## src/rtl/tlp_xcvr_pkg.sv

```systemverilog
// tlp_xcvr_pkg: types and helpers shared by the TLP transceiver (tlp_recv, tlp_send).
//   Action      : decoded register action, a type tag plus an overlay of RegRead /
//                 RegWrite / RegError payloads (all overlays are the same width).
//   CHAN_NBITS  : channel field width; the DW index comes from address bits [CHAN_NBITS+1:2].
//   hdr_*()     : field extraction from the first header QW (DW0 in [31:0], DW1 in [63:32]).
package tlp_xcvr_pkg;

  localparam int CHAN_NBITS = 4;

  typedef logic [63:0]           uint64;
  typedef logic [15:0]           BusID;
  typedef logic [7:0]            Tag;
  typedef logic [CHAN_NBITS-1:0] Channel;
  typedef logic [31:0]           Data;

  typedef enum logic [1:0] {
    ACT_READ  = 2'd0,
    ACT_WRITE = 2'd1,
    ACT_ERROR = 2'd2
  } ActionType;

  typedef enum logic [1:0] {
    ERR_NONE = 2'd0,
    ERR_FMT  = 2'd1,
    ERR_LEN  = 2'd2,
    ERR_SOP  = 2'd3
  } ErrorCode;

  typedef struct packed {
    logic [7:0] pad;
    BusID       reqID;
    Tag         tag;
    Channel     chan;
  } RegRead;

  typedef struct packed {
    Channel chan;
    Data    data;
  } RegWrite;

  typedef struct packed {
    logic [CHAN_NBITS+29:0] pad;
    ErrorCode               code;
  } RegError;

  typedef union packed {
    RegRead  rd;
    RegWrite wr;
    RegError err;
  } ActionBody;

  typedef struct packed {
    ActionType typ;
    ActionBody body;
  } Action;

  // 3DW memory request fmt/type codes
  localparam logic [2:0] FMT_3DW_NODATA = 3'b000;
  localparam logic [2:0] FMT_3DW_DATA   = 3'b010;
  localparam logic [4:0] TYPE_MEM       = 5'b00000;

  function automatic logic [2:0] hdr_fmt(uint64 qw0);
    return qw0[31:29];
  endfunction

  function automatic logic [4:0] hdr_type(uint64 qw0);
    return qw0[28:24];
  endfunction

  function automatic logic [9:0] hdr_len(uint64 qw0);
    return qw0[9:0];
  endfunction

  function automatic BusID hdr_req_id(uint64 qw0);
    return qw0[63:48];
  endfunction

  function automatic Tag hdr_tag(uint64 qw0);
    return qw0[47:40];
  endfunction

endpackage

```

## src/rtl/tlp_hdr_decode.sv

```systemverilog
// tlp_hdr_decode: combinational header decode for the receive path.
//   hdr      in  latched first header QW (DW0/DW1)
//   qw1      in  second header QW; [31:0] is the address, [63:32] is write data
//                when the address is DW-odd
//   is_read  out well-formed single-DW MRd32
//   is_write out well-formed single-DW MWr32
//   err      out ERR_FMT for unsupported fmt/type, ERR_LEN for length != 1
//   req_id, tag, chan, addr2, wdata out  extracted fields
module tlp_hdr_decode #(
  parameter int CHAN_NBITS = tlp_xcvr_pkg::CHAN_NBITS
) (
  input  tlp_xcvr_pkg::uint64    hdr,
  input  tlp_xcvr_pkg::uint64    qw1,
  output logic                   is_read,
  output logic                   is_write,
  output tlp_xcvr_pkg::ErrorCode err,
  output tlp_xcvr_pkg::BusID     req_id,
  output tlp_xcvr_pkg::Tag       tag,
  output tlp_xcvr_pkg::Channel   chan,
  output logic                   addr2,
  output tlp_xcvr_pkg::Data      wdata
);
  import tlp_xcvr_pkg::*;

  logic [2:0] fmt;
  logic [4:0] typ;
  logic [9:0] len;
  logic       fmt_rd;
  logic       fmt_wr;

  assign fmt    = hdr_fmt(hdr);
  assign typ    = hdr_type(hdr);
  assign len    = hdr_len(hdr);
  assign fmt_rd = (fmt == FMT_3DW_NODATA) && (typ == TYPE_MEM);
  assign fmt_wr = (fmt == FMT_3DW_DATA) && (typ == TYPE_MEM);

  // Unsupported fmt/type takes precedence over a bad length.
  always_comb begin
    err = ERR_NONE;
    if (!(fmt_rd || fmt_wr)) err = ERR_FMT;
    else if (len != 10'd1)   err = ERR_LEN;
  end

  assign is_read  = fmt_rd && (err == ERR_NONE);
  assign is_write = fmt_wr && (err == ERR_NONE);
  assign req_id   = hdr_req_id(hdr);
  assign tag      = hdr_tag(hdr);
  assign chan     = Channel'(qw1[CHAN_NBITS+1:2]);
  assign addr2    = qw1[2];
  assign wdata    = qw1[63:32];

  // Upper address bits and the byte offset do not select anything here.
  logic unused_addr;
  assign unused_addr = ^{qw1[31:CHAN_NBITS+2], qw1[1:0]};

endmodule

```

## src/rtl/tlp_recv.sv

```systemverilog
// tlp_recv: decodes inbound 64-bit SOP/EOP-framed PCIe TLPs into single-entry
// register actions (reads, writes, errors). Only 3DW single-DW MRd32/MWr32 are
// decoded; anything else is drained.
//   pcieClk_in   in   core clock
//   pcieRstN_in  in   asynchronous active-low reset
//   rxData_in    in   RX QW (DW0 in [31:0], DW1 in [63:32])
//   rxValid_in   in   RX QW valid
//   rxReady_out  out  RX QW accept; low while an action is pending and during reset
//   rxSOP_in     in   first QW of TLP
//   rxEOP_in     in   last QW of TLP
//   actData_out  out  decoded action
//   actValid_out out  action valid; held with stable data until actReady_in
//   actReady_in  in   action consumed
// Build option: TLP_RECV_STRICT_EN emits ACT_ERROR (ERR_FMT/ERR_LEN/ERR_SOP) for
// malformed or unsupported TLPs; without it such TLPs are drained silently.
module tlp_recv #(
  parameter int CHAN_NBITS = tlp_xcvr_pkg::CHAN_NBITS
) (
  input  logic                pcieClk_in,
  input  logic                pcieRstN_in,
  input  tlp_xcvr_pkg::uint64 rxData_in,
  input  logic                rxValid_in,
  output logic                rxReady_out,
  input  logic                rxSOP_in,
  input  logic                rxEOP_in,
  output tlp_xcvr_pkg::Action actData_out,
  output logic                actValid_out,
  input  logic                actReady_in
);
  import tlp_xcvr_pkg::*;

  localparam logic [1:0] S_IDLE  = 2'd0;
  localparam logic [1:0] S_HDR1  = 2'd1;
  localparam logic [1:0] S_DATA  = 2'd2;
  localparam logic [1:0] S_DRAIN = 2'd3;

  logic [1:0] state, nxt_state;
  logic       rdy_en;
  uint64      hdr_q;
  Channel     chan_q;
  logic       rx_fire;
  logic       load_act, latch_hdr, latch_chan;
  Action      nxt_act;
  logic       err_req;
  ErrorCode   err_code;

  logic       dec_rd, dec_wr, dec_addr2;
  ErrorCode   dec_err;
  BusID       dec_req_id;
  Tag         dec_tag;
  Channel     dec_chan;
  Data        dec_wdata;

  tlp_hdr_decode #(.CHAN_NBITS(CHAN_NBITS)) u_dec (
    .hdr      (hdr_q),
    .qw1      (rxData_in),
    .is_read  (dec_rd),
    .is_write (dec_wr),
    .err      (dec_err),
    .req_id   (dec_req_id),
    .tag      (dec_tag),
    .chan     (dec_chan),
    .addr2    (dec_addr2),
    .wdata    (dec_wdata)
  );

  function automatic Action read_act(BusID r, Tag t, Channel c);
    Action a = '0;
    a.typ           = ACT_READ;
    a.body.rd.reqID = r;
    a.body.rd.tag   = t;
    a.body.rd.chan  = c;
    return a;
  endfunction

  function automatic Action write_act(Channel c, Data d);
    Action a = '0;
    a.typ          = ACT_WRITE;
    a.body.wr.chan = c;
    a.body.wr.data = d;
    return a;
  endfunction

`ifdef TLP_RECV_STRICT_EN
  function automatic Action error_act(ErrorCode e);
    Action a = '0;
    a.typ           = ACT_ERROR;
    a.body.err.code = e;
    return a;
  endfunction
`else
  logic unused_err;
  assign unused_err = err_req ^ (^err_code);
`endif

  // A pending action blocks the RX stream, so a load never overwrites one.
  assign rxReady_out = rdy_en && !actValid_out;
  assign rx_fire     = rxValid_in && rxReady_out;

  always_comb begin
    nxt_state  = state;
    load_act   = 1'b0;
    nxt_act    = '0;
    latch_hdr  = 1'b0;
    latch_chan = 1'b0;
    err_req    = 1'b0;
    err_code   = ERR_NONE;
    if (rx_fire) begin
      if (rxSOP_in) begin
        // SOP always restarts decode, abandoning any TLP in progress.
        latch_hdr = 1'b1;
        nxt_state = rxEOP_in ? S_IDLE : S_HDR1;
        if (state != S_IDLE) begin
          err_req  = 1'b1;
          err_code = ERR_SOP;
        end else if (rxEOP_in) begin
          err_req  = 1'b1;
          err_code = ERR_LEN;
        end
      end else begin
        case (state)
          S_IDLE: begin
            err_req  = 1'b1;
            err_code = ERR_SOP;
          end
          S_HDR1: begin
            latch_chan = 1'b1;
            nxt_state  = rxEOP_in ? S_IDLE : S_DRAIN;
            if (dec_err != ERR_NONE) begin
              err_req  = 1'b1;
              err_code = dec_err;
            end else if (dec_rd) begin
              load_act = 1'b1;
              nxt_act  = read_act(dec_req_id, dec_tag, dec_chan);
            end else if (dec_wr) begin
              if (dec_addr2) begin
                load_act = 1'b1;
                nxt_act  = write_act(dec_chan, dec_wdata);
              end else if (rxEOP_in) begin
                // Aligned write ended before its data QW.
                err_req  = 1'b1;
                err_code = ERR_LEN;
              end else begin
                nxt_state = S_DATA;
              end
            end
          end
          S_DATA: begin
            load_act  = 1'b1;
            nxt_act   = write_act(chan_q, rxData_in[31:0]);
            nxt_state = rxEOP_in ? S_IDLE : S_DRAIN;
          end
          default: begin
            if (rxEOP_in) nxt_state = S_IDLE;
          end
        endcase
      end
    end
`ifdef TLP_RECV_STRICT_EN
    if (err_req) begin
      load_act = 1'b1;
      nxt_act  = error_act(err_code);
    end
`endif
  end

  always_ff @(posedge pcieClk_in or negedge pcieRstN_in) begin
    if (!pcieRstN_in) begin
      state        <= S_IDLE;
      rdy_en       <= 1'b0;
      actValid_out <= 1'b0;
    end else begin
      state  <= nxt_state;
      rdy_en <= 1'b1;
      if (load_act)         actValid_out <= 1'b1;
      else if (actReady_in) actValid_out <= 1'b0;
    end
  end

  // Datapath registers carry no reset; they are qualified by state/actValid_out.
  always_ff @(posedge pcieClk_in) begin
    if (latch_hdr)  hdr_q       <= rxData_in;
    if (latch_chan) chan_q      <= dec_chan;
    if (load_act)   actData_out <= nxt_act;
  end

endmodule

```

## config.mk

```make
export PLATFORM = sky130hd
export DESIGN_NAME = tlp_recv
export DESIGN_NICKNAME = d
export VERILOG_FILES = /design/src/rtl/tlp_xcvr_pkg.sv /design/src/rtl/tlp_hdr_decode.sv /design/src/rtl/tlp_recv.sv
export SDC_FILE = /design/constraint.sdc
export NUM_CORES = 1
export LEC_CHECK = 0
export CORE_MARGIN = 1.5
export CORE_UTILIZATION = 50
export DETAILED_ROUTE_END_ITERATION = 8
export PLACE_DENSITY = 0.87
export SYNTH_ARGS = -nofsm -noshare
export SYNTH_HDL_FRONTEND = slang
export SYNTH_SLANG_ARGS = --single-unit
```

## constraint.sdc

```tcl
create_clock -name pcieClk_in -period 4.5 [get_ports pcieClk_in]
set_input_delay 1.35 -clock pcieClk_in [delete_from_list [all_inputs] [get_ports pcieClk_in]]
set_output_delay 1.35 -clock pcieClk_in [all_outputs]
set_load 0.005 [all_outputs]
```

# ---- Word-level counts from Yosys, hierarchy flattened
# Index checks and enable logic that the tools add are counted.
dict set report op_classes {
  bitwise 1
  n_eq_ne 5
  muxes 31
  reduce_logical 17
}
# cell n
set ops {}
lappend ops {{$mux 37} 4}
lappend ops {{$pmux 37 s2} 1}
lappend ops {{$mux 2} 10}
lappend ops {{$mux 1} 14}
lappend ops {{$ne 10x1->1 const B} 1}
lappend ops {{$logic_and 1x1->1} 6}
lappend ops {{$pmux 2 s3} 1}
lappend ops {{$logic_not 5->1} 1}
lappend ops {{$logic_not 2->1} 2}
lappend ops {{$reduce_bool 2->1} 2}
lappend ops {{$reduce_bool 4->1} 1}
lappend ops {{$eq 3x2->1 const B} 1}
lappend ops {{$logic_not 3->1} 1}
lappend ops {{$reduce_and 3->1} 1}
lappend ops {{$eq 2x1->1 const B} 1}
lappend ops {{$eq 2x2->1 const B} 1}
lappend ops {{$ne 2x2->1 const B} 1}
lappend ops {{$pmux 1 s2} 1}
lappend ops {{$reduce_or 2->1} 1}
lappend ops {{$logic_not 1->1} 1}
lappend ops {{$logic_or 1x1->1} 1}
lappend ops {{$not 1->1} 1}
dict set report word_totals {
  reg_bits 110
  in_bits 70
}

# ---- Longest topological paths before layout
# Gate-level depths: netlist (run 1).
dict set report depth {
  word_depth 13
  ltp_mapped 9
}

# ---- Modules after synthesis
# Synthesis (run 1) repeated with hierarchy kept, for this count alone.
dict set report unflattened {
  cells_unflattened 304
  hier_area_um2 4618.2
}
# mod instances area_per_inst_um2 cells_each
set modules_own_cells {}
lappend modules_own_cells {tlp_recv 1 4086.4 234}
lappend modules_own_cells {tlp_hdr_decode 1 531.8 70}

# ---- Worst setup path after synthesis (run 1)
# No wires, ideal clock.
dict set report synth_path {
  path_type {input to register}
  startpoint {in rxValid_in}
  endpoint {reg hdr_q[0], enable pin}
  setup_time_ns 0.442
  arrival_ns 3.343
  path_stages 2
  required_ns 4.058
  slack_ns 0.716
  path_cell_list {nand3b_1 nor2_1}
}
dict set report synth_between {
  elab_chain_cells 2
}
# item line_no
set synth_lines {}
lappend synth_lines {{start, declared} tlp_recv.sv:22} ;# input logic rxValid_in,
lappend synth_lines {{$logic_and 1x1->1} tlp_recv.sv:98} ;# assign rx_fire = rxValid_in && rxReady_out;
lappend synth_lines {{$mux 1} tlp_recv.sv:108} ;# if (rx_fire) begin
lappend synth_lines {{via latch_hdr} tlp_recv.sv:42} ;# logic load_act, latch_hdr, latch_chan;
lappend synth_lines {{end signal, assigned} tlp_recv.sv:182} ;# if (latch_hdr) hdr_q <= rxData_in;
lappend synth_lines {{end, declared} tlp_recv.sv:39} ;# uint64 hdr_q;
# The timed path passes the listed nets, and every way through them passes these cells.
# A chain may end at the register's enable or synchronous reset.

# ---- Worst setup path in the final report (run 1)
dict set report layout_path {
  startpoint {in rxValid_in}
  endpoint {reg actData_out[33] (netlist bit), enable pin}
}
dict set report layout_between {
  elab_chain_cells 2
}
# item line_no
set layout_lines {}
lappend layout_lines {{$logic_and 1x1->1} tlp_recv.sv:98}
lappend layout_lines {{$mux 1} tlp_recv.sv:108}
lappend layout_lines {{via load_act} tlp_recv.sv:42}
lappend layout_lines {{end signal, assigned} tlp_recv.sv:184} ;# if (load_act) actData_out <= nxt_act;
lappend layout_lines {{end, declared} tlp_recv.sv:26} ;# output tlp_xcvr_pkg::Action actData_out,
# The timed path passes the listed nets, and every way through them passes these cells.

==> results of run 1 <==
-- tightest hold or removal path: stages (launching register included) --
cell      delay (ps)
edfxtp_1         330
nand3_1           60
o21ai_0           60
-- final cells by class --
| cell class | instances | share of cell area (%) |
|---|---|---|
| sequential | 87 | 51.5 |
| inverter | 7 | 0.522 |
| timing repair buffer | 114 | 22.6 |
| tap | 96 | 2.39 |
| clock buffer | 9 | 2.46 |
| multi-input combinational | 153 | 18.3 |
| clock inverter | 7 | 2.21 |
-- path summary, 6_finish.rpt --
kind                                    to  depth (start not counted)
setup / recovery           actData_out[33]                          7
hold / removal             actData_out[35]                          2
setup reg to reg           actData_out[33]                          8
hold reg to reg            actData_out[35]                          2
max in group asynchronous     actValid_out                          1
min in group asynchronous           rdy_en                          1
-- kinds of logic (layout without fill, tap and decap cells) --
kind of cell,count (synthesis),count (layout),share of synthesized area (%)
flip-flops,87,87,71.8
AO/OA/AOI/OAI,74,74,13.8
AND/OR/NAND/NOR,74,74,10.0
buffers and inverters,23,137,3.22
adder cells (fa/ha/maj),3,3,1.04
other,2,2,0.208
-- flip-flops by register name, indices dropped and copies added (netlist names) --
register	cells
chan_q	4
hdr_q	42
state	2
rdy_en	1
actData_out	37
actValid_out	1
-- report_power, final --
group | internal, mW | switching (mW) | leakage, nW | total [mW]
Combinational | 0.101 | 0.0951 | 0.736 | 0.196
Clock | 0.365 | 0.264 | 0.118 | 0.629
Sequential | 0.909 | 0.0124 | 0.761 | 0.921
Total | 1.38 | 0.371 | 1.62 | 1.75
-- metal layers --
layer	up-vias	GRT usage [%]	wire [um]
met2	148	39.6	4540
met3	20	4.15	623
met1	1293	30.1	3530
met4	0	11.1	207
li1	1219	-	-
met5	-	0	0
-- synthesized netlist by cell type, types with 2 or more instances --
library cell  number
a21oi_1            5
a22o_1             2
a22oi_1           26
buf_2              2
clkbuf_1          10
conb_1             2
dfrtp_1            4
edfxtp_1          83
ha_1               3
inv_1              7
nand2_1           37
nand3_1            8
nor2_1             7
nor3_1             3
nor3b_1            2
nor4_1             4
o21ai_0           27
o21ai_2            9
-- cell usage in the layout (no fill, tap or decap), types with 2 or more instances in the layout --
master           netlist  final
nor2_1                 7      6
bufinv_16              0      3
o21ai_2                9      9
nand2_1               37     37
edfxtp_1              83     83
a22oi_1               26     26
clkbuf_8               0      9
clkinv_1               0      2
nand3_1                8      8
o21ai_0               27     27
nor4_1                 4      4
ha_1                   3      3
nor3b_1                2      2
nor3_1                 3      2
inv_1                  7      7
clkdlybuf4s50_1        0    108
a21oi_1                5      5
conb_1                 2      2
buf_4                  1      5
a22o_1                 2      2
dfrtp_1                4      4
==> impl_metrics.py, run 1 <==
metrics = {
    "logic_synthesis": {
        "synth_edf_count": 83,
        "netlist_area_sq_mm": 0.00361,
        "synth_top_area_share_pct": 69.0,
        "avgSynthCellArea_sq_um": 13.7,
        "synth_ff_type": "edfxtp_1",
        "yosysTopAreaCell": "edfxtp_1",
        "ys_seq_area_share_pct": 71.8,
        "synthCells": 263,
        "synth_area_leaders": "edfxtp_1 69%, a22oi_1 5.4%, nand2_1 3.8%",
        "synth.net_count": 336,
        "async_flop_share_pct": 4.60,
        "yosysUniqueCellTypes": 40,
        "synth_warnings": 0,
        "ys_seq_elements": 87,
    },
    "worst_setup_path": {
        "critPathKind": "primary input to flip-flop",
        "critPathRequiredTime_ps": 4550,
        "slowest_delay_ps": 450,
        "critPathBufInv": 3,
        "cp_max_fo": 27,
        "worstPathArrival_ps": 3390,
        "startpoint_type": "primary input",
        "worstPathCellList": "clkdlybuf4s50_1, nand3b_1, nor2_1, buf_4, nand4_1, o22ai_4, buf_12",
        "crit_slowest_cell": "clkdlybuf4s50_1",
        "r2r_slack_ps": 2060,
        "worstReg2RegStart": "state[0]",
        "crit_family": "buffers and inverters",
        "endpoint_kind": "flip-flop",
        "crit_start": "rxValid_in",
    },
    "placement": {
        "placed_cells": 457,
        "portBuffers": 108,
        "hpwl_um": 6010,
        "gp_congestion": 0.870,
        "place_area_sq_mm": 0.00480,
        "dp_slack_ps": 829,
    },
    "final_layout": {
        "antenna_cells": 0,
        "drive_gt1_share_pct": 9.55,
        "final_cells": 473,
        "multi_input_area_sq_um": 923,
        "area_delta_synth_final_pct": 39.4,
        "area.sequential_sq_mm": 0.00259,
        "fillCellCount": 443,
        "stdcell_area_sq_mm": 0.00504,
        "nets": 445,
        "utilization_pct": 72.9,
    },
    "grt": {
        "grt_use_total_pct": 23.6,
        "grt_pass1_vias": 2678,
        "antenna_found_initial": 0,
        "grt_pass1_wl_um": 13400,
        "grt_max_degree": 43,
        "grt.overflow.total": 0,
    },
    "sta": {
        "finClkSkew_ps": 7.01,
        "setup_tns_ps": 0,
        "hold_ws_ps": 566,
        "max_freq_mhz": 300,
        "slew_headroom_pct": 30.3,
        "setup_viol": 0,
        "tightest_slew_ps": 1040,
        "rsz0062_at_grt": "false",
        "drv_slew": 0,
        "setup_slack_ps": 1160,
        "timing.final.crit_share_pct": 74.1,
        "fin_crit_ps": 3340,
        "finalHoldViolCount": 0,
    },
    "floorplan": {
        "pin_count": 110,
        "num_rows": 30,
        "initial_core_util_pct": 52.3,
        "coreArea_sq_mm": 0.00691,
        "die_x_um": 88.0,
        "die_y_um": 88.0,
        "die-area_sq_mm": 0.00774,
    },
    "drt": {
        "remaining_drc_errors": 0,
        "ant_nets": 0,
        "vias": 2680,
        "vias_per_cell": 5.67,
        "wl_um": 8900,
        "wire_per_inst_um": 18.8,
        "drt_iter0_drc": 271,
        "dr.pass1.iters": 5,
    },
    "clock_tree": {
        "clock-sinks": 87,
        "cts_resized": 0,
        "post_cts_buffers": 0,
        "clkLatencyLatePin_ps": 350,
        "cts-hold-fix-buffers": 0,
        "cts_buffers": 9,
        "cts_tree": "built",
        "clock_path_buffers": 2,
        "htreeDepth": 3,
        "path_clk_slew_ps": 80,
        "cts-root-buf": "clkbuf_8",
    },
    "worst_hold_path": {
        "hold_class": "flip-flop to flip-flop",
        "hp-start": "chan_q[3]",
    },
    "pwr": {
        "power.leakage_nw": 1.62,
        "irDropWorstVdd_v": 0.000176,
        "power.density_mw_per_mm2": 347,
        "power_mw": 1.75,
    },
    "flow_run": {
        "maxCapViolations": 0,
    },
    "outcome": {
        "status": "finished, final reports clean",
    },
}
Note: power is estimated with default switching activity, not from simulation.
==> run 2: changes to the inputs <==
--- a/config.mk
+++ b/config.mk
@@ -6,9 +6,9 @@
 export NUM_CORES = 1
 export LEC_CHECK = 0
 export CORE_MARGIN = 1.5
-export CORE_UTILIZATION = 50
+export CORE_UTILIZATION = 42
 export DETAILED_ROUTE_END_ITERATION = 8
-export PLACE_DENSITY = 0.87
+export PLACE_DENSITY = 0.78
 export SYNTH_ARGS = -nofsm -noshare
 export SYNTH_HDL_FRONTEND = slang
 export SYNTH_SLANG_ARGS = --single-unit
==> constraint.sdc (replaced) <==
create_clock -name pcieClk_in -period 3 [get_ports pcieClk_in]
set_input_delay 0.9 -clock pcieClk_in [delete_from_list [all_inputs] [get_ports pcieClk_in]]
set_output_delay 0.9 -clock pcieClk_in [all_outputs]
set_load 0.005 [all_outputs]
==> run 2 against run 1 <==
Effect of this change:
- register-to-register slack lost 1300 ps
- count of clock-buffer cells in the layout grew 3
- non-clock buffer count grew 7
- critical path depth shrank 2
- combinational power grew 53%
- utilization shrank 12 points
- worst setup slack lost 550 ps
- hold slack lost 1.1 ps
- sequential power grew 50%
- wire length shrank 1.3%
- critical path type unchanged
- critical endpoint is now actData_out[17]
==> impl_metrics.py, run 2 (synthesized netlist as in run 1, its figures left out) <==
metrics = {
    "outcome": {
        "status": "finished, final reports clean",
    },
    "worst_setup_path": {
        "cp_max_fo": 16,
        "crit_slowest_cell": "clkdlybuf4s50_1",
        "worstPathCellList": "clkdlybuf4s50_1, nand2b_1, or2_2, o22ai_4, buf_4",
        "startpoint_type": "primary input",
        "endpoint_kind": "flip-flop",
        "critPathRequiredTime_ps": 3030,
        "critPathKind": "primary input to flip-flop",
        "slowest_delay_ps": 450,
        "crit_family": "buffers and inverters",
        "critPathBufInv": 2,
        "worstPathArrival_ps": 2420,
    },
    "pwr": {
        "power_mw": 2.45,
        "irDropWorstVdd_v": 0.000328,
        "power.density_mw_per_mm2": 485,
        "power.leakage_nw": 1.62,
    },
    "drt": {
        "vias": 2657,
        "routed.top_layer": "met4",
        "remaining_drc_errors": 0,
        "met1Wirelength_um": 3680,
        "wl_met2_um": 4330,
        "ant_nets": 0,
        "vias_per_cell": 5.43,
        "dr.pass1.iters": 4,
        "wl_um": 8790,
        "drt_iter0_drc": 200,
        "wire_per_inst_um": 18.0,
        "met3_length_um": 676,
    },
    "grt": {
        "grt_max_degree": 43,
        "grt_pass1_wl_um": 13400,
        "antenna_found_initial": 0,
        "grt.overflow.total": 0,
        "grt_pass1_vias": 2704,
        "grt_use_total_pct": 20.1,
    },
    "placement": {
        "portBuffers": 108,
        "hpwl_um": 6070,
        "gp_congestion": 0.874,
    },
    "clock_tree": {
        "cts-root-buf": "clkbuf_8",
        "clock-sinks": 87,
        "cts_resized": 0,
        "cts_buffers": 9,
        "cts-hold-fix-buffers": 0,
        "clkLatencyLatePin_ps": 350,
        "cts_tree": "built",
        "clock_path_buffers": 2,
        "htreeDepth": 3,
        "path_clk_slew_ps": 80,
        "post_cts_buffers": 0,
    },
    "sta": {
        "tightest_slew_ps": 554,
        "drv_slew": 0,
        "fin_crit_ps": 2390,
        "rsz0062_at_grt": "false",
        "timing.final.crit_share_pct": 79.7,
        "setup_viol": 0,
        "max_freq_mhz": 418,
        "finClkSkew_ps": 11.4,
        "slew_headroom_pct": 63.1,
        "finalHoldViolCount": 0,
        "setup_tns_ps": 0,
    },
    "final_layout": {
        "largest_register": "hdr_q",
        "top_regs": "hdr_q (42), actData_out (37), chan_q (4)",
        "nets": 452,
        "antenna_cells": 0,
        "drive_gt1_share_pct": 10.7,
        "layout_commonest_cell": "clkdlybuf4s50_1",
        "area_delta_synth_final_pct": 40.0,
        "final_cell_mix": "108 x clkdlybuf4s50_1, 83 x edfxtp_1, 37 x nand2_1, 27 x o21ai_0, 26 x a22oi_1",
        "largest_reg_flops": 42,
    },
    "flow_run": {
        "maxCapViolations": 0,
    },
    "floorplan": {
        "num_rows": 33,
        "coreArea_sq_mm": 0.00826,
        "die-area_sq_mm": 0.00917,
        "pin_count": 110,
        "die_y_um": 95.7,
        "die_x_um": 95.7,
        "initial_core_util_pct": 43.7,
    },
    "worst_hold_path": {
        "hold_class": "flip-flop to flip-flop",
    },
}
==> run 2: changes by cell type in the layout (fill, tap and decap cells not counted), sizes merged <==
cell      change
bufinv        -2
clkinv        -2
buf           +7
clkinvlp      +1
clkbuf        +3
==> run 2: tightest hold or removal path: stages (launching register included) <==
cell,delay [ps]
dfrtp_1,390
a21oi_1,90
o21ai_2,50
==> run 2: power by group <==
part / total (mW) / internal, mW / leakage (nW) / switching, mW
clock: 0.773 / 0.382 / 0.0880 / 0.391
sequential: 1.38 / 1.36 / 0.761 / 0.0172
combinational: 0.300 / 0.158 / 0.775 / 0.142
==> run 2: layer usage <==
layer / vias up / track usage [%]
met4: 0 / 7.72
li1: 1229 / -
met5: - / 0
met1: 1286 / 25.0
met2: 136 / 33.3
met3: 6 / 5.37
==> run 2: cell type report <==
class	count	area [sq um]
Clock buffer	12	135
Clock inverter	4	46.3
Fill cell	656	3200
Inverter	7	26.3
Multi-Input combinational cell	153	923
Sequential cell	87	2590
Tap cell	105	131
Timing Repair Buffer	121	1200
==> run 2: through the flow <==
step,setup slack (ps),cells,hold WS [ps],util (%),instance area [sq um]
floorplan,98.3,263,515,-,3620
global placement,306,473,529,59.1,4880
detailed placement,259,473,548,59.1,4880
CTS,629,489,566,61.3,5060
global route,541,489,592,61.3,5060
finish,609,489,565,61.3,5060
==> run 2: path summary, 6_finish.rpt <==
path                              start         endpoint  slack, ps  depth (start not counted)
setup / recovery               rxSOP_in  actData_out[17]        610                          5
setup reg to reg               hdr_q[5]  actData_out[17]        770                          5
min in group asynchronous   pcieRstN_in         state[1]        750                          1
hold / removal             actValid_out     actValid_out        560                          2
max in group asynchronous   pcieRstN_in         state[0]       2080                          1
hold reg to reg            actValid_out     actValid_out        560                          2
==> run 3: changes to the inputs <==
==> constraint.sdc (replaced) <==
create_clock -name pcieClk_in -period 2 [get_ports pcieClk_in]
set_input_delay 0.6 -clock pcieClk_in [delete_from_list [all_inputs] [get_ports pcieClk_in]]
set_output_delay 0.6 -clock pcieClk_in [all_outputs]
set_load 0.005 [all_outputs]
==> run 3 against run 2 <==
Effect of this change:
- first-iteration DRC count shrank 19%
- wire length is 1.6% lower
- cell area rose by 5.0%
- sequential share of layout area shrank 2.4 points
- the flow now finishes with violations (negative setup slack)
- worst setup slack got worse by 770 ps
- flip-flop and latch count stayed put
==> impl_metrics.py, run 3 (synthesized netlist as in run 1, its figures left out) <==
metrics = {
    "worst_setup_path": {
        "endpoint_kind": "flip-flop",
        "crit_slowest_cell": "or4b_4",
        "worstPathCellList": "or4b_4, nor4_4, nand4_1, o22ai_4, buf_8",
        "crit_family": "simple AND/OR/NAND/NOR gates",
        "cp_max_fo": 19,
        "worstPathArrival_ps": 2210,
        "critPathRequiredTime_ps": 2050,
        "critPathBufInv": 1,
        "startpoint_type": "flip-flop",
        "critPathKind": "flip-flop to flip-flop",
        "slowest_delay_ps": 560,
    },
    "sta": {
        "rsz0062_at_grt": "true",
        "timing.final.crit_share_pct": 108,
        "finalHoldViolCount": 0,
        "fin_crit_ps": 2160,
        "max_freq_mhz": 463,
        "drv_slew": 0,
        "setup_tns_ps": -6410,
        "setup_slack_ps": -161,
        "setup_viol": 64,
        "finClkSkew_ps": 8.62,
    },
    "final_layout": {
        "final_cell_mix": "107 x clkdlybuf4s50_1, 83 x edfxtp_1, 37 x nand2_1, 26 x a22oi_1, 25 x buf_4",
        "fillCellCount": 640,
        "antenna_cells": 0,
        "largest_register": "hdr_q",
        "drive_gt1_share_pct": 18.9,
        "multi_input_area_sq_um": 980,
        "area_delta_synth_final_pct": 47.0,
        "top_regs": "hdr_q (42), actData_out (37), chan_q (4)",
        "utilization_pct": 64.3,
        "largest_reg_flops": 42,
        "area.sequential_sq_mm": 0.00259,
        "nets": 471,
        "stdcell_area_sq_mm": 0.00531,
        "layout_commonest_cell": "clkdlybuf4s50_1",
    },
    "grt": {
        "grt_pass1_vias": 2755,
        "antenna_found_initial": 0,
        "grt_max_degree": 26,
        "grt.overflow.total": 0,
        "grt_use_total_pct": 20.0,
        "grt_pass1_wl_um": 13500,
    },
    "floorplan": {
        "die-area_sq_mm": 0.00917,
        "initial_core_util_pct": 43.7,
        "die_x_um": 95.7,
        "num_rows": 33,
        "coreArea_sq_mm": 0.00826,
        "pin_count": 110,
        "die_y_um": 95.7,
    },
    "drt": {
        "vias_per_cell": 5.29,
        "remaining_drc_errors": 0,
        "dr.pass1.iters": 4,
        "ant_nets": 0,
        "vias": 2685,
        "drt_iter0_drc": 163,
        "wl_um": 8640,
        "wire_per_inst_um": 17.0,
    },
    "clock_tree": {
        "clock-sinks": 87,
        "cts_buffers": 9,
        "cts-hold-fix-buffers": 0,
        "clock_path_buffers": 2,
        "cts-root-buf": "clkbuf_8",
        "cts_tree": "built",
        "htreeDepth": 3,
        "clkLatencyLatePin_ps": 340,
        "path_clk_slew_ps": 90,
    },
    "flow_run": {
        "maxCapViolations": 0,
    },
    "placement": {
        "hpwl_um": 6230,
        "portBuffers": 108,
        "place_area_sq_mm": 0.00502,
        "gp_congestion": 0.838,
    },
    "pwr": {
        "power.leakage_nw": 1.75,
        "power.density_mw_per_mm2": 706,
        "irDropWorstVdd_v": 0.000457,
    },
    "outcome": {
        "status": "finished, violations left",
        "violations": "negative setup slack",
    },
    "worst_hold_path": {
        "hold_class": "primary input to asynchronous set/reset pin",
    },
}
run 3: through the flow:
stage          setup slack (ps)  hold WS, ps  cells  power, mW
4_1_cts                    -131          438    509       3.77
3_5_place_dp               -323          530    488       2.59
2_1_floorplan              -586          304    263       2.30
5_1_grt                    -240          448    508       3.89
3_3_place_gp               -286          528    488       2.58
6_report                   -161          446    508       3.75
run 3: per-layer routing:
metal  global-route usage, %  up-vias  routed length, um  part of all wire [%]
met5                       0        -                  0                     0
met4                    4.90        0                 82                  0.95
met3                    4.82       12                789                   9.1
met2                    33.2      117               4280                    50
met1                    26.5     1284               3490                    40
li1                        -     1272                  -                     -
run 3: path summary, 6_finish.rpt:
path / start / to / slack [ps] / cells after the start
max: hdr_q[1] / actData_out[4] / -160 / 5
min: pcieRstN_in / rdy_en / 450 / 1
max reg2reg: hdr_q[1] / actData_out[4] / -160 / 5
min reg2reg: chan_q[2] / actData_out[34] / 550 / 2
max in group asynchronous: pcieRstN_in / actValid_out / 1390 / 1
min in group pcieClk_in: chan_q[2] / actData_out[34] / 550 / 2
run 3: cell type report:
cell class              count  share of cell area, %
clock inverters             7                   1.34
multi-input cells         153                   18.4
well taps                 105                   2.47
flip-flops and latches     87                   48.8
repair buffers            140                   26.1
inverters                   7                  0.495
clock buffers               9                   2.33
run 3: report_power, final:
group,total (mW),internal (mW),switching [mW]
Combinational,0.491,0.266,0.225
Clock,1.19,0.577,0.613
Sequential,2.07,2.04,0.0261
Total,3.75,2.89,0.864
run 3: timing repair:
| item | in CTS | in global routing |
|---|---|---|
| gates cloned | 1 | 0 |
| setup buffers | 5 | 1 |
| pin swaps | 14 | 5 |
| setup endpoints to repair | 46 | 74 |
| gates resized for setup | 39 | 6 |
| endpoints found under the hold margin | 0 | 0 |
